[src/rtl/serial_adder_pkg.sv]
// ---------------------------------------------------------------------------
// serial_adder_pkg
// Shared definitions for the bit-serial adder: FSM state encoding and the
// default operand width.
// ---------------------------------------------------------------------------
package serial_adder_pkg;

    // FSM state encoding
    typedef enum logic [1:0] {
        ST_IDLE = 2'd0,
        ST_RUN  = 2'd1,
        ST_DONE = 2'd2
    } sa_state_t;

    // Default operand / sum width
    localparam int SA_WIDTH_DEF = 8;

endpackage : serial_adder_pkg

[src/rtl/dataflow_fulladder.sv]
// ---------------------------------------------------------------------------
// dataflow_fulladder
// Combinational one-bit full adder.
//   first, second : addend bits
//   cin           : carry in
//   sum           : first ^ second ^ cin
//   cout          : carry out
// ---------------------------------------------------------------------------
module dataflow_fulladder (
    input  logic first,
    input  logic second,
    input  logic cin,
    output logic sum,
    output logic cout
);

    logic half_sum;

    assign half_sum = first ^ second;
    assign sum      = half_sum ^ cin;
    assign cout     = (first & second) | (cin & half_sum);

endmodule : dataflow_fulladder

[src/rtl/serial_adder.sv]
// ---------------------------------------------------------------------------
// serial_adder
// Bit-serial ripple adder: {cout,sum} = a + b + cin, one bit per clock,
// LSB first, through a single full-adder cell and a registered carry.
//
// Parameters:
//   WIDTH  operand/sum width (>= 2), default SA_WIDTH_DEF
//
// Ports:
//   clk    rising-edge clock
//   rst_n  synchronous active-low reset
//   start  request, sampled only in IDLE
//   a, b   operands, captured on the accepting edge
//   cin    carry in, captured on the accepting edge
//   busy   high in RUN and DONE
//   done   one-cycle pulse, sum/cout (and ovf) valid
//   sum    result, held until the next accepted start
//   cout   carry out of the MSB, held with sum
//   ovf    signed overflow (only when SERIAL_ADDER_OVF_EN is defined)
//
// Optional feature macro: SERIAL_ADDER_OVF_EN
// ---------------------------------------------------------------------------
module serial_adder
    import serial_adder_pkg::*;
#(
    parameter int WIDTH = SA_WIDTH_DEF
) (
    input  logic             clk,
    input  logic             rst_n,
    input  logic             start,
    input  logic [WIDTH-1:0] a,
    input  logic [WIDTH-1:0] b,
    input  logic             cin,
    output logic             busy,
    output logic             done,
    output logic [WIDTH-1:0] sum,
    output logic             cout
`ifdef SERIAL_ADDER_OVF_EN
    ,
    output logic             ovf
`endif
);

    localparam int CNT_W = $clog2(WIDTH);
    localparam logic [CNT_W-1:0] LAST_BIT = CNT_W'(WIDTH - 1);

    sa_state_t        state_reg, state_next;
    logic [WIDTH-1:0] sa_reg;
    logic [WIDTH-1:0] sb_reg;
    logic [WIDTH-1:0] sum_reg;
    logic             carry_reg;
    logic             cout_reg;
    logic [CNT_W-1:0] cnt_reg;
    logic             cell_sum;
    logic             cell_cout;
    logic             last_bit;

    assign last_bit = (cnt_reg == LAST_BIT);

    // Single full-adder cell fed from the LSBs of the operand shift registers
    dataflow_fulladder u_cell (
        .first  (sa_reg[0]),
        .second (sb_reg[0]),
        .cin    (carry_reg),
        .sum    (cell_sum),
        .cout   (cell_cout)
    );

    // Next-state logic
    always_comb begin
        state_next = state_reg;
        case (state_reg)
            ST_IDLE: if (start)    state_next = ST_RUN;
            ST_RUN:  if (last_bit) state_next = ST_DONE;
            ST_DONE:               state_next = ST_IDLE;
            default:               state_next = ST_IDLE;
        endcase
    end

    // State register
    always_ff @(posedge clk) begin
        if (!rst_n) begin
            state_reg <= ST_IDLE;
        end else begin
            state_reg <= state_next;
        end
    end

    // Datapath: operand/sum shift registers, carry, counter
    always_ff @(posedge clk) begin
        if (!rst_n) begin
            sa_reg    <= '0;
            sb_reg    <= '0;
            sum_reg   <= '0;
            carry_reg <= 1'b0;
            cout_reg  <= 1'b0;
            cnt_reg   <= '0;
        end else begin
            case (state_reg)
                ST_IDLE: begin
                    if (start) begin
                        sa_reg    <= a;
                        sb_reg    <= b;
                        carry_reg <= cin;
                        cnt_reg   <= '0;
                        sum_reg   <= '0;
                        cout_reg  <= 1'b0;
                    end
                end
                ST_RUN: begin
                    sa_reg    <= sa_reg >> 1;
                    sb_reg    <= sb_reg >> 1;
                    // Sum bits enter at the MSB; after WIDTH shifts bit 0 is at sum[0]
                    sum_reg   <= {cell_sum, sum_reg[WIDTH-1:1]};
                    carry_reg <= cell_cout;
                    if (last_bit) begin
                        cout_reg <= cell_cout;
                    end else begin
                        // Held at WIDTH-1 on the final edge so it never wraps
                        cnt_reg <= cnt_reg + CNT_W'(1);
                    end
                end
                default: ;
            endcase
        end
    end

`ifdef SERIAL_ADDER_OVF_EN
    logic ovf_reg;

    // On the final edge carry_reg is the carry into the MSB
    always_ff @(posedge clk) begin
        if (!rst_n) begin
            ovf_reg <= 1'b0;
        end else if (state_reg == ST_IDLE && start) begin
            ovf_reg <= 1'b0;
        end else if (state_reg == ST_RUN && last_bit) begin
            ovf_reg <= carry_reg ^ cell_cout;
        end
    end

    assign ovf = ovf_reg;
`endif

    assign busy = (state_reg != ST_IDLE);
    assign done = (state_reg == ST_DONE);
    assign sum  = sum_reg;
    assign cout = cout_reg;

endmodule : serial_adder

[config.mk]
export PLATFORM = sky130hd
export DESIGN_NAME = serial_adder
export DESIGN_NICKNAME = d
export VERILOG_FILES = /design/src/rtl/serial_adder_pkg.sv /design/src/rtl/dataflow_fulladder.sv /design/src/rtl/serial_adder.sv
export SDC_FILE = /design/constraint.sdc
export NUM_CORES = 1
export LEC_CHECK = 0
export BUFFER_PORTS_ARGS = -buffer_cell sky130_fd_sc_hd__buf_2
export CORE_MARGIN = 4
export CORE_UTILIZATION = 30
export CTS_CLUSTER_DIAMETER = 50
export DETAILED_ROUTE_END_ITERATION = 10
export PLACE_DENSITY = 0.49
export SYNTH_ARGS = -nofsm -noshare
export SYNTH_HDL_FRONTEND = slang
export SYNTH_SLANG_ARGS = --single-unit
[constraint.sdc]
create_clock -name clk -period 2.3 [get_ports clk]
set_input_delay 0.46 -clock clk [delete_from_list [all_inputs] [get_ports clk]]
set_output_delay 0.46 -clock clk [all_outputs]
set_load 0.02 [all_outputs]
## Yosys cells after proc, flatten, opt, wreduce, memory -nomap -nowiden

Index checks and enable logic that the tools add are counted.

- Mux-type cells: 17
- Equality and inequality tests: 6
- Bitwise gates (word level): 5
- $add $sub $neg: 1
- Reduce and logical (&&, ||, !) cells: 7

Operator list:

| operator | count |
|---|---|
| $pmux W8 S2 | 3 |
| $mux W8 | 3 |
| $mux W3 | 2 |
| $ne A2 B2 Y1 const B | 3 |
| $pmux W3 S2 | 1 |
| $reduce_and A3 Y1 | 2 |
| $mux W2 | 2 |
| $pmux W1 S2 | 2 |
| $pmux W2 S2 | 1 |
| $reduce_and A2 Y1 | 2 |
| $reduce_bool A2 Y1 | 2 |
| $add A3 B1 Y3 const B | 1 |
| $eq A3 B3 Y1 const B | 1 |
| $mux W1 | 3 |
| $and A1 B1 Y1 | 2 |
| $eq A2 B1 Y1 const B | 1 |
| $eq A2 B2 Y1 const B | 1 |
| $logic_not A2 Y1 | 1 |
| $xor A1 B1 Y1 | 2 |
| $or A1 B1 Y1 | 1 |

- Register bits after elaboration: 31
- Word-level logic and storage cells: 43
- Output and inout port bits: 11
- Input port bits: 20

## Depth between registers and ports, before layout

- Depth after elaboration: 5
- Gate-level depth with buffers: 6
- Mapped depth without buffers: 5

## By module

A second synthesis with hierarchy kept.

- Cell total of the unflattened synthesis: 151
- Area, all modules: 1,438.9 um^2

By module, submodules not included:

| module | instances | cells each | area an instance (um^2) | sequential area each (um^2) |
|---|---|---|---|---|
| serial_adder | 1 | 150 | 1,418.9 | 620.6 |
| dataflow_fulladder | 1 | 1 | 20.0 | 0.0 |

## Worst setup path after synthesis

No wires, ideal clock.

- Path kind: register to register
- Start point: register cnt_reg[0]
- End point: register cnt_reg[0]
- Setup slack: 993 ps
- Setup time: 72 ps
- Clock period less this slack: 1,307 ps
- Path buffers: 0
- Arrival: 1,235 ps
- Stages on the path, launching flop included: 6
- Data required time: 2,228 ps
- Cells stage by stage: dfxtp_1 -> ha_1 -> ha_1 -> nand2b_1 -> a21oi_2 -> mux2i_1

- Longest elaborated chain between the ends: 3
- Elaborated cells on any way between the ends: 6
- Those cells by class: 1 x add/sub; 2 x eq/ne; 2 x mux; 1 x reduce/logical

Ends and longest elaborated chain:

| element | RTL line | source |
|---|---|---|
| from (decl) | serial_adder.sv:53 | `logic [CNT_W-1:0] cnt_reg;` |
| from (signal assigned) | serial_adder.sv:120 | `cnt_reg <= cnt_reg + CNT_W'(1);` |
| $add A3 B1 Y3 or $eq A3 B3 Y1 (tied branches) | serial_adder.sv:120, serial_adder.sv:58 |  |
| $mux W3 or $ne A2 B2 Y1 (tied branches) | n/a |  |
| $pmux W3 S2 or $reduce_and A3 Y1 (tied branches) | n/a |  |

Several ways; a longest one is shown, not always the timed one. The select of a mux whose other input is x is not followed.
A chain may end at the register's enable or synchronous reset.

## Final worst setup path

- Start point: register state_reg[0]
- End point: output busy

- Longest elaborated chain between the ends: 1

Ends and longest elaborated chain:

| element | RTL line | source |
|---|---|---|
| from (decl) | serial_adder.sv:47 | `sa_state_t state_reg, state_next;` |
| from (signal assigned) | serial_adder.sv:85 | `state_reg <= state_next;` |
| $reduce_bool A2 Y1 | serial_adder.sv:145 | `assign busy = (state_reg != ST_IDLE);` |
| to (decl) | serial_adder.sv:34 | `output logic busy,` |

Every way passes these cells.

==> flow_summary.toml <==
[cts]
cts_tree = "yes"
cts-resized-gates = 0
clkTransAtPathRegs_ns = 0.06
clock-sinks = 31
holdBufCountCts = 0
root_buffer = "clkbuf_8"
cts_made_buffers = 5
clk_latency_ns = 0.27
clockBufferDepth = 2
h-tree-depth = 2
post-cts-setup-buffers = 0

[final_layout]
fin_cells = 235
areaGrowthSynthToFinish_pct = 15.82
utilization_pct = 36.36
fin_area_um2 = 1594
nets = 208
n_antenna_cell = 0
drive_above_1_share_pct = 21.86

[hold_path]
min_path_type = "input pin to register"

[placed_design]
pre_cts_slack_ns = 0.7718
hpwl_mm = 2.165
io_buffers = 30
dp.cells = 229
placed_cell_area_um2 = 1521
gp_congestion = 0.7641

[setup_path]
start_kind = "register"
critPathKind = "register to output pin"
crit_required_ns = 1.84
arrival_ns = 1.12
end_kind = "output pin"
critPathMaxFanout = 10
crit_chain = "nor2_1 -> inv_1 -> buf_2"
cpMaxStageDelayCell = "dfxtp_1"
critPathMaxStageDelay_ns = 0.51

[synth]
netlist_area_um2 = 1376
synth-seq-cells = 31
syn_nets = 181
synthArstFlopShare_pct = 0
synth_mux_area_share_pct = 2.182
synthSimpleGateAreaFrac_pct = 15.82
synth_compound_area_share_pct = 24.91
synth_top_family_by_area = "compound AO/OA/AOI/OAI gates"
synth-xor-area-share_pct = 0
synthFlopType = "dfxtp_1"
synth_fa_ha_area_share_pct = 4.182
syn_inst = 157
yosysSeqAreaShare_pct = 45.09
synth.avg_cell_area_um2 = 8.766
yosysWarnings = 0
ys_types = 29
synth_edf_count = 0

[power]
power.clock.fraction_pct = 33.6
p_leak_nw = 0.6916
combPwrFrac_pct = 13.9
p_int_uw = 835.3
p_sw_share_pct = 25.97
p_sw_uw = 293.0
power_density_nw_per_um2 = 707.9
ir_worst_vdd_v = 0.0002222
total_power_mw = 1.128
seqPwrFrac_pct = 52.5

[floorplanning]
start_util_pct = 31.39
die_h_um = 75.73
die_x_um = 75.73
die_area_um2 = 5735
num_rows = 24
pin_count = 31
coreArea_um2 = 4384

[run]
drv_cap = 0

[sta]
min_period_over_period_pct = 68.80
layout_setup_ws_ns = 0.7176
rsz0062_at_grt = "no"
period_minus_slack_ns = 1.582
max_slew_margin_pct = 56.84
fin_hold_ws_ns = 0.4250
drv_slew = 0
skew_ns = 0.006049
finalSetupViolCount = 0
worstMarginPinSlew_ns = 0.6475
max_freq_mhz = 632.0
fin_tns_setup_ns = 0
hold_viol_final = 0

[drt]
wl_per_cell_um = 13.25
first_iter_violations = 84
ant_nets = 0
via_per_inst = 4.991
wl_mm = 3.114
drt-pass1-iter-count = 5
drc = 0
vias = 1173

[grt]
grtUsageTotal_pct = 12.04
grt_pass1_wl_mm = 5.154
grt_max_degree = 35
grt_pass1_vias = 1168
antenna_found_initial = 0
grt_overflow = 0

[status]
status = "completed"
## final cells by class
| cell class | count | area (µm²) |
|---|---|---|
| Inverter | 4 | 15.01 |
| Tap cell | 52 | 65.06 |
| Clock buffer | 6 | 72.57 |
| Timing Repair Buffer | 33 | 172.7 |
| Sequential cell | 31 | 620.6 |
| Multi-Input combinational cell | 109 | 648.1 |
| Fill cell | 471 | 2790 |
## Yosys cell counts, types with 2 or more instances
| master | n | share of area, % |
|---|---|---|
| nand2b_1 | 4 | 1.8 |
| ha_1 | 3 | 2.7 |
| buf_2 | 2 | 0.73 |
| a21oi_1 | 29 | 11 |
| nand2_1 | 19 | 5.2 |
| a32oi_1 | 2 | 1.3 |
| dfxtp_1 | 31 | 45 |
| o21ai_0 | 6 | 2.2 |
| buf_6 | 3 | 2.5 |
| o21ai_1 | 9 | 3.3 |
| clkbuf_1 | 3 | 0.82 |
| nor2b_1 | 11 | 5.0 |
| nand3_1 | 3 | 1.1 |
| and2_1 | 2 | 0.91 |
| buf_4 | 5 | 2.7 |
| mux2i_1 | 3 | 2.2 |
| inv_1 | 4 | 1.1 |
| a22oi_1 | 7 | 3.8 |
## power groups by stage
stage	sequential [mW]	combinational, mW	clock (mW)
after floorplan	0.598	0.125	0
after global placement	0.601	0.155	0
after detailed placement	0.602	0.159	0
after CTS	0.591	0.160	0.398
after global routing	0.596	0.179	0.414
final	0.592	0.157	0.379
## metal layers
| metal | GRT usage (%) | up-vias | share of wire (%) |
|---|---|---|---|
| li1 | - | 593 | - |
| met3 | 3.694 | 4 | 5.2 |
| met2 | 20.23 | 24 | 48 |
| met1 | 14.11 | 552 | 46 |
| met4 | 5.243 | 0 | 1.2 |
| met5 | 0 | - | 0 |
## cells in the final DEF (no fill, tap or decap), types with 3 or more instances in the layout
cell type,instances
nand2_1,19
mux2i_1,3
buf_4,3
inv_1,4
o21ai_0,6
clkbuf_8,5
a21oi_1,29
nor2b_1,11
nand3_1,3
ha_1,3
a22oi_1,7
nand2b_1,4
o21ai_1,9
dfxtp_1,31
buf_2,30
## critical path, delay by kind of cell (launching register included)
kind / cells / cell delay, ns
simple gates: 1 / 0.12
buf+inv: 2 / 0.21
flops: 1 / 0.51
## logic make-up after synthesis
group | count (synthesis)
AOI/OAI and AO/OA | 59
and+or+nand+nor | 43
DFF | 31
buffers and inverters | 17
adders and majority gates | 4
muxes | 3
## final timing paths
| path | cells past startpoint | to | from | slack (ns) |
|---|---|---|---|---|
| setup / recovery | 3 | busy | state_reg[0] | 0.72 |
| hold / removal | 3 | sa_reg[2] | a[2] | 0.42 |
| setup reg to reg | 3 | cout | state_reg[0] | 0.80 |
| hold reg to reg | 2 | sb_reg[1] | sb_reg[2] | 0.48 |
Note: power is estimated with default switching activity, not from simulation.
